## config.mk

```make
export PLATFORM = sky130hd
export DESIGN_NAME = div_unit
export DESIGN_NICKNAME = d
export VERILOG_FILES = /design/src/rtl/div_unit.sv
export SDC_FILE = /design/constraint.sdc
export NUM_CORES = 1
export LEC_CHECK = 0
export ABC_AREA = 1
export CELL_PAD_IN_SITES_DETAIL_PLACEMENT = 1
export CELL_PAD_IN_SITES_GLOBAL_PLACEMENT = 1
export CORE_ASPECT_RATIO = 0.9
export CORE_MARGIN = 2
export CORE_UTILIZATION = 30
export CTS_CLUSTER_SIZE = 8
export DETAILED_ROUTE_END_ITERATION = 8
export PLACE_DENSITY = 0.6
export SETUP_SLACK_MARGIN = 0.15
export SLEW_MARGIN = 20
export SYNTH_ARGS = -nofsm -noshare
export SYNTH_HDL_FRONTEND = slang
export SYNTH_SLANG_ARGS = --single-unit
```

## constraint.sdc

```tcl
create_clock -name clk -period 3.05 [get_ports clk]
set_input_delay 0.61 -clock clk [delete_from_list [all_inputs] [get_ports clk]]
set_output_delay 0.61 -clock clk [all_outputs]
set_load 0.02 [all_outputs]
```

## src/rtl/div_unit.sv

```systemverilog
// Radix-2 restoring divider for DIV/DIVU; result_o = {remainder, quotient}.
// state  | meaning: FREE idle, BYZERO zero divisor, ON iterating, END result held
module div_unit #(
  parameter int DATA_W = 32,
  parameter int CNT_W  = 6
) (
  input  logic                  clk,
  input  logic                  rst,
  input  logic                  signed_div_i,
  input  logic [DATA_W-1:0]     opdata1_i,
  input  logic [DATA_W-1:0]     opdata2_i,
  input  logic                  start_i,
  input  logic                  annul_i,
  output logic [2*DATA_W-1:0]   result_o,
  output logic                  ready_o,
  output logic                  busy_o
);

  typedef enum logic [1:0] {S_FREE, S_BYZERO, S_ON, S_END} state_t;
  localparam logic [CNT_W-1:0] CNT_LAST = CNT_W'(DATA_W);

  state_t              state_q, state_d;
  logic [CNT_W-1:0]    cnt_q, cnt_d;
  logic [DATA_W-1:0]   rem_q, rem_d, quo_q, quo_d, dvs_q, dvs_d;
  logic                neg_quo_q, neg_quo_d, neg_rem_q, neg_rem_d;
  logic [2*DATA_W-1:0] result_q, result_d;
  logic                ready_q, ready_d, busy_q, busy_d;

  logic                accept, dvd_neg, dvs_neg;
  logic [DATA_W-1:0]   dvd_abs, dvs_abs, quo_fix, rem_fix;
  logic [DATA_W:0]     rem_sh, trial;

  always_ff @(posedge clk) begin
    if (!rst) begin
      state_q   <= S_FREE;
      cnt_q     <= '0;
      rem_q     <= '0;
      quo_q     <= '0;
      dvs_q     <= '0;
      neg_quo_q <= 1'b0;
      neg_rem_q <= 1'b0;
      result_q  <= '0;
      ready_q   <= 1'b0;
      busy_q    <= 1'b0;
    end else begin
      state_q   <= state_d;
      cnt_q     <= cnt_d;
      rem_q     <= rem_d;
      quo_q     <= quo_d;
      dvs_q     <= dvs_d;
      neg_quo_q <= neg_quo_d;
      neg_rem_q <= neg_rem_d;
      result_q  <= result_d;
      ready_q   <= ready_d;
      busy_q    <= busy_d;
    end
  end

  assign accept = start_i && !annul_i;

  always_comb begin
    state_d = state_q;
    case (state_q)
      S_FREE:   if (accept) state_d = (opdata2_i == '0) ? S_BYZERO : S_ON;
      S_BYZERO: state_d = annul_i ? S_FREE : S_END;
      S_ON: begin
        if (annul_i)                state_d = S_FREE;
        else if (cnt_q == CNT_LAST) state_d = S_END;
      end
      S_END:    if (!start_i) state_d = S_FREE;
      default:  state_d = S_FREE;
    endcase
  end

  // Magnitudes are divided; signs are restored once all iterations are done.
  always_comb begin
    dvd_neg = signed_div_i & opdata1_i[DATA_W-1];
    dvs_neg = signed_div_i & opdata2_i[DATA_W-1];
    dvd_abs = dvd_neg ? -opdata1_i : opdata1_i;
    dvs_abs = dvs_neg ? -opdata2_i : opdata2_i;
    rem_sh  = {rem_q, quo_q[DATA_W-1]};
    trial   = rem_sh - {1'b0, dvs_q};
    quo_fix = neg_quo_q ? -quo_q : quo_q;
    rem_fix = neg_rem_q ? -rem_q : rem_q;
  end

  always_comb begin
    cnt_d     = cnt_q;
    rem_d     = rem_q;
    quo_d     = quo_q;
    dvs_d     = dvs_q;
    neg_quo_d = neg_quo_q;
    neg_rem_d = neg_rem_q;
    result_d  = result_q;
    ready_d   = ready_q;
    busy_d    = busy_q;
    case (state_q)
      S_FREE: begin
        result_d = '0;
        ready_d  = 1'b0;
        busy_d   = accept;
        if (accept && opdata2_i != '0) begin
          rem_d     = '0;
          quo_d     = dvd_abs;
          dvs_d     = dvs_abs;
          neg_quo_d = dvd_neg ^ dvs_neg;
          neg_rem_d = dvd_neg;
          cnt_d     = '0;
        end
      end
      S_BYZERO: begin
        busy_d   = 1'b0;
        result_d = '0;
        ready_d  = !annul_i;
      end
      S_ON: begin
        if (annul_i) begin
          busy_d = 1'b0;
        end else if (cnt_q == CNT_LAST) begin
          result_d = {rem_fix, quo_fix};
          ready_d  = 1'b1;
          busy_d   = 1'b0;
        end else begin
          rem_d = trial[DATA_W] ? rem_sh[DATA_W-1:0] : trial[DATA_W-1:0];
          quo_d = {quo_q[DATA_W-2:0], ~trial[DATA_W]};
          cnt_d = cnt_q + CNT_W'(1);
        end
      end
      S_END: begin
        if (!start_i) begin
          ready_d  = 1'b0;
          result_d = '0;
        end
      end
      default: begin
        ready_d = 1'b0;
        busy_d  = 1'b0;
      end
    endcase
  end

  assign result_o = result_q;
  assign ready_o  = ready_q;
  assign busy_o   = busy_q;

endmodule

```

==> results by group <==
Detailed routing
  – Via count: about 15,000
  – Drt initial violations: 882
  – Pre-antenna DRT Iters: 5
  – Post-route antenna net violation count: 0
  – Via density: a little over 5
  – Routed len/inst: 18.3 um
  – Total wire length: between 50,000 and 60,000 um
  – Residual DRC: 0

Clock network
  – CTS sink cnt: 172
  – Clock Pin Slew Worst Setup and Hold Paths: 0.07 ns
  – CTS tree: built
  – Clock Latency Late Sink: between 0.4 and 0.5 ns
  – Root buf cell: clkbuf_16
  – H-Tree Depth: 4
  – Longest Clk Path Bufs: 2
  – CTS Buf Count: 17

Worst setup path
  – Critical setup path kind: register to register
  – Slowest library cell on the worst path: ha_1
  – Cells along the critical path: inv_1, ha_1, nand2_1, nor2_1, nand2_1, inv_1, a21oi_4, nand3_2, nand2_4, nand2_1, a21oi_1
  – Crit path largest cell delay: between 0.3 and 0.4 ns
  – R2r endpoint: quo_q[0]
  – Worst R2R Start: dvs_q[26]
  – Crit path DAT: 3.02 ns
  – Worst setup EP type: register
  – R2R depth: 11
  – Buffer and inverter count on the worst path: 2
  – CP startpoint kind: register
  – Crit Path Max Fanout: 17
  – Crit-path most repeated cell: nand2_1
  – Delay-heaviest family, CP: simple AND/OR/NAND/NOR gates
  – Worst EP required: between 3 and 4 ns
  – R2R Setup Slk: 0.43 ns

Power
  – P_leak: a little over 7 nW
  – Power Total: 10.6 mW
  – Worst vdd ir: 0.000444 V
  – Power Dens Cells: approximately 680 mW/mm2

Global route
  – Largest net degree at the start of global routing: roughly 60
  – First-pass GRT wire length: roughly 80,000 um
  – Total GRT Usage: between 20% and 30%
  – Vias in the first global route: roughly 15,000
  – Initial antenna violation count: 0
  – Total global routing overflow: 0

Final layout
  – Register Area: approximately 0.0034 mm2
  – Ratio of cells with drive above 1 in the final layout: slightly above 5%
  – Fillers: about 5,700
  – Ant diodes: 0
  – Final Util: approximately 37%
  – Nets@finish: about 2,400
  – Area delta synth->final: 19.5%
  – Multi-input gate area: between 0.008 and 0.009 mm2

Synth
  – Main combinational cell family by area after synthesis: simple AND/OR/NAND/NOR gates
  – Avg Cell Area, Syn: between 5 and 6 um2
  – Post-synthesis simple-gate area fraction: 38.5%
  – Netlist cell types: between 40 and 50
  – Area leader, netlist: dfxtp_1
  – Top_reg_cell synth: dfxtp_1
  – Syn nets: ~2,300
  – Flops & latches, synth: between 150 and 200
  – Synth Area in Compound Gates: around 16%
  – Adder-cell share of the synthesized area: slightly above 4%
  – Share of the synthesized area in the top cell type: between 20% and 30%
  – Async set-reset flop share out of synthesis: 0%
  – Post-synthesis sequential area ratio: roughly a quarter
  – Post-synth EDFFs: 0
  – Post-Synth XOR/XNOR Area: approximately 4.0%
  – Post-Syn Area: approximately 0.013 mm2
  – Top cells by area, synth: dfxtp_1, nand2_1, nand3_1
  – Yosys Warn Count: 0
  – Mux cell area share after synthesis: 0%
  – Mapped Cells: between 2,000 and 2,500

STA
  – Fin crit share: a little under nine tenths
  – Setup_tns: 0 ns
  – Worst Tran Pin Value: ~0.65 ns
  – Worst setup margin: 0.430 ns
  – Slew margin rel.: 56.7%
  – Final setup vio count: 0
  – RSZ-0062 raised after global routing: no
  – Fin crit period: between 2 and 3 ns
  – Hold Vio Cnt, Final: 0
  – Setup Skew: 0.0184 ns
  – Final slew viol count: 0
  – Final Hold Slack: around 0.47 ns
  – Fmax: 382 MHz

Hold path
  – Hold depth: 2
  – Hold_sp: result_o[52]
  – Worst Hold Path EP: result_o[52]
  – Min-delay worst type: register to register

Placement
  – Port Buffers: approximately 130
  – Pre-CTS setup slack: between 0.1 and 0.15 ns
  – Dpl hpwl: about 43,000 um
  – GPL Wtd Cong: ~0.90

Run
  – Max-Cap Viols: 0

Floorplan
  – Die X: between 200 and 250 um
  – Core ar.: 0.0432 mm2
  – Initial Util: 30.6%
  – Die Ht: slightly above 200 um
  – Full die area: between 0.04 and 0.05 mm2
  – Top Ports: roughly 140
  – Row cnt: between 70 and 80

Status
  – Outcome: finished clean
-- registers in the layout (all words and copies together), names as in the netlist --
register,cells
ready_o,1
neg_rem_q,1
cnt_q,6
quo_q,32
neg_quo_q,1
busy_o,1
rem_q,32
state_q,2
result_o,64
dvs_q,32
-- layout by cell type, fill, tap and decap left out, types with 5 or more instances in the layout --
| cell | count |
|---|---|
| nand2_1 | 649 |
| inv_1 | 292 |
| nand3_1 | 220 |
| a21oi_1 | 203 |
| nor2_1 | 192 |
| dfxtp_1 | 172 |
| clkdlybuf4s50_1 | 133 |
| o21ai_0 | 114 |
| xor2_1 | 42 |
| ha_1 | 42 |
| nand4_1 | 30 |
| buf_4 | 26 |
| nor3_1 | 23 |
| xnor2_1 | 18 |
| clkbuf_16 | 17 |
| nand3b_1 | 16 |
| o21ai_1 | 13 |
| nand2_2 | 11 |
| o211ai_1 | 11 |
| buf_12 | 8 |
| nand2_4 | 7 |
| inv_2 | 6 |
| or2_2 | 6 |
| a2bb2oi_1 | 5 |
| o21bai_1 | 5 |
| inv_6 | 5 |
-- worst reg2reg max path: stages, from the launching register on --
cell	delay (ns)
dfxtp_1	0.30
inv_1	0.25
ha_1	0.37
nand2_1	0.14
nor2_1	0.08
nand2_1	0.16
inv_1	0.10
a21oi_4	0.26
nand3_2	0.27
nand2_4	0.30
nand2_1	0.16
a21oi_1	0.17
-- how the worst max path moves through the flow --
| stage | start | end | slack [ns] | depth (start not counted) |
|---|---|---|---|---|
| CTS | quo_q[31] | rem_q[15] | 0.39 | 16 |
| floorplan | quo_q[31] | rem_q[30] | 0.85 | 18 |
| global route | rem_q[0] | rem_q[28] | 0.21 | 15 |
| global placement | opdata2_i[0] | quo_q[28] | 0.16 | 15 |
| detailed placement | opdata2_i[1] | quo_q[1] | 0.13 | 14 |
| finish | dvs_q[26] | quo_q[0] | 0.43 | 11 |
-- layout make-up --
cell class / count / area share (%)
clock inverters: 13 / 0.977
repair buffers: 168 / 10.7
clock buffers: 19 / 2.75
inverters: 300 / 7.16
flip-flops and latches: 172 / 21.9
multi-input cells: 1662 / 52.1
well taps: 555 / 4.41
-- timing repair --
item	in CTS	in global routing
resized for setup	0	1
endpoints found under the setup margin	0	1
hold buffers	0	0
buffers inserted	0	0
-- cells in the mapped netlist, types with 3 or more instances --
library cell	instances
buf_6	8
a2bb2oi_1	5
o211ai_1	11
inv_2	5
a21o_1	3
clkbuf_1	43
o21ai_1	13
nand3_2	3
o21ai_2	4
and3_1	4
nor2_2	4
or2_2	6
inv_1	293
nor3_2	3
buf_4	9
nand2_1	649
nand2_4	7
nand4_1	30
dfxtp_1	172
o21bai_1	5
xor2_1	42
nor2_1	192
o22ai_1	4
nand3_1	220
nor3_1	23
nand2_2	11
xnor2_1	18
nor4_1	4
o21ai_0	114
ha_1	42
o31ai_1	4
a21oi_1	203
nand3b_1	16
and2_1	3
buf_2	20
a21oi_2	4
-- power breakdown --
| part | switching, mW | internal [mW] |
|---|---|---|
| combinational | 3.83 | 1.65 |
| sequential | 0.339 | 2.56 |
| clock | 1.05 | 1.22 |
-- routing by layer --
| metal | vias to the layer above | track usage (%) | share of wire, % |
|---|---|---|---|
| li1 | 7356 | - | - |
| met1 | 6928 | 35.5 | 54 |
| met2 | 227 | 34.3 | 42 |
| met3 | 41 | 2.34 | 2.9 |
| met4 | 0 | 6.20 | 1.8 |
| met5 | - | 0 | 0 |
-- metrics by stage --
| step | area [um2] | instances |
|---|---|---|
| finish | 15800 | 2889 |
| global route | 15800 | 2889 |
| CTS | 15700 | 2889 |
| detailed placement | 15200 | 2857 |
| global placement | 15200 | 2857 |
| floorplan | 13200 | 2215 |
-- cells by family after synthesis --
family                     count (synthesis)
DFF                                      172
and+or+nand+nor                         1179
buffers and inverters                    381
xor gates and xnor gates                  60
adders and majority gates                 43
AOI/OAI and AO/OA                        380
(Power assumes the default switching activity.)
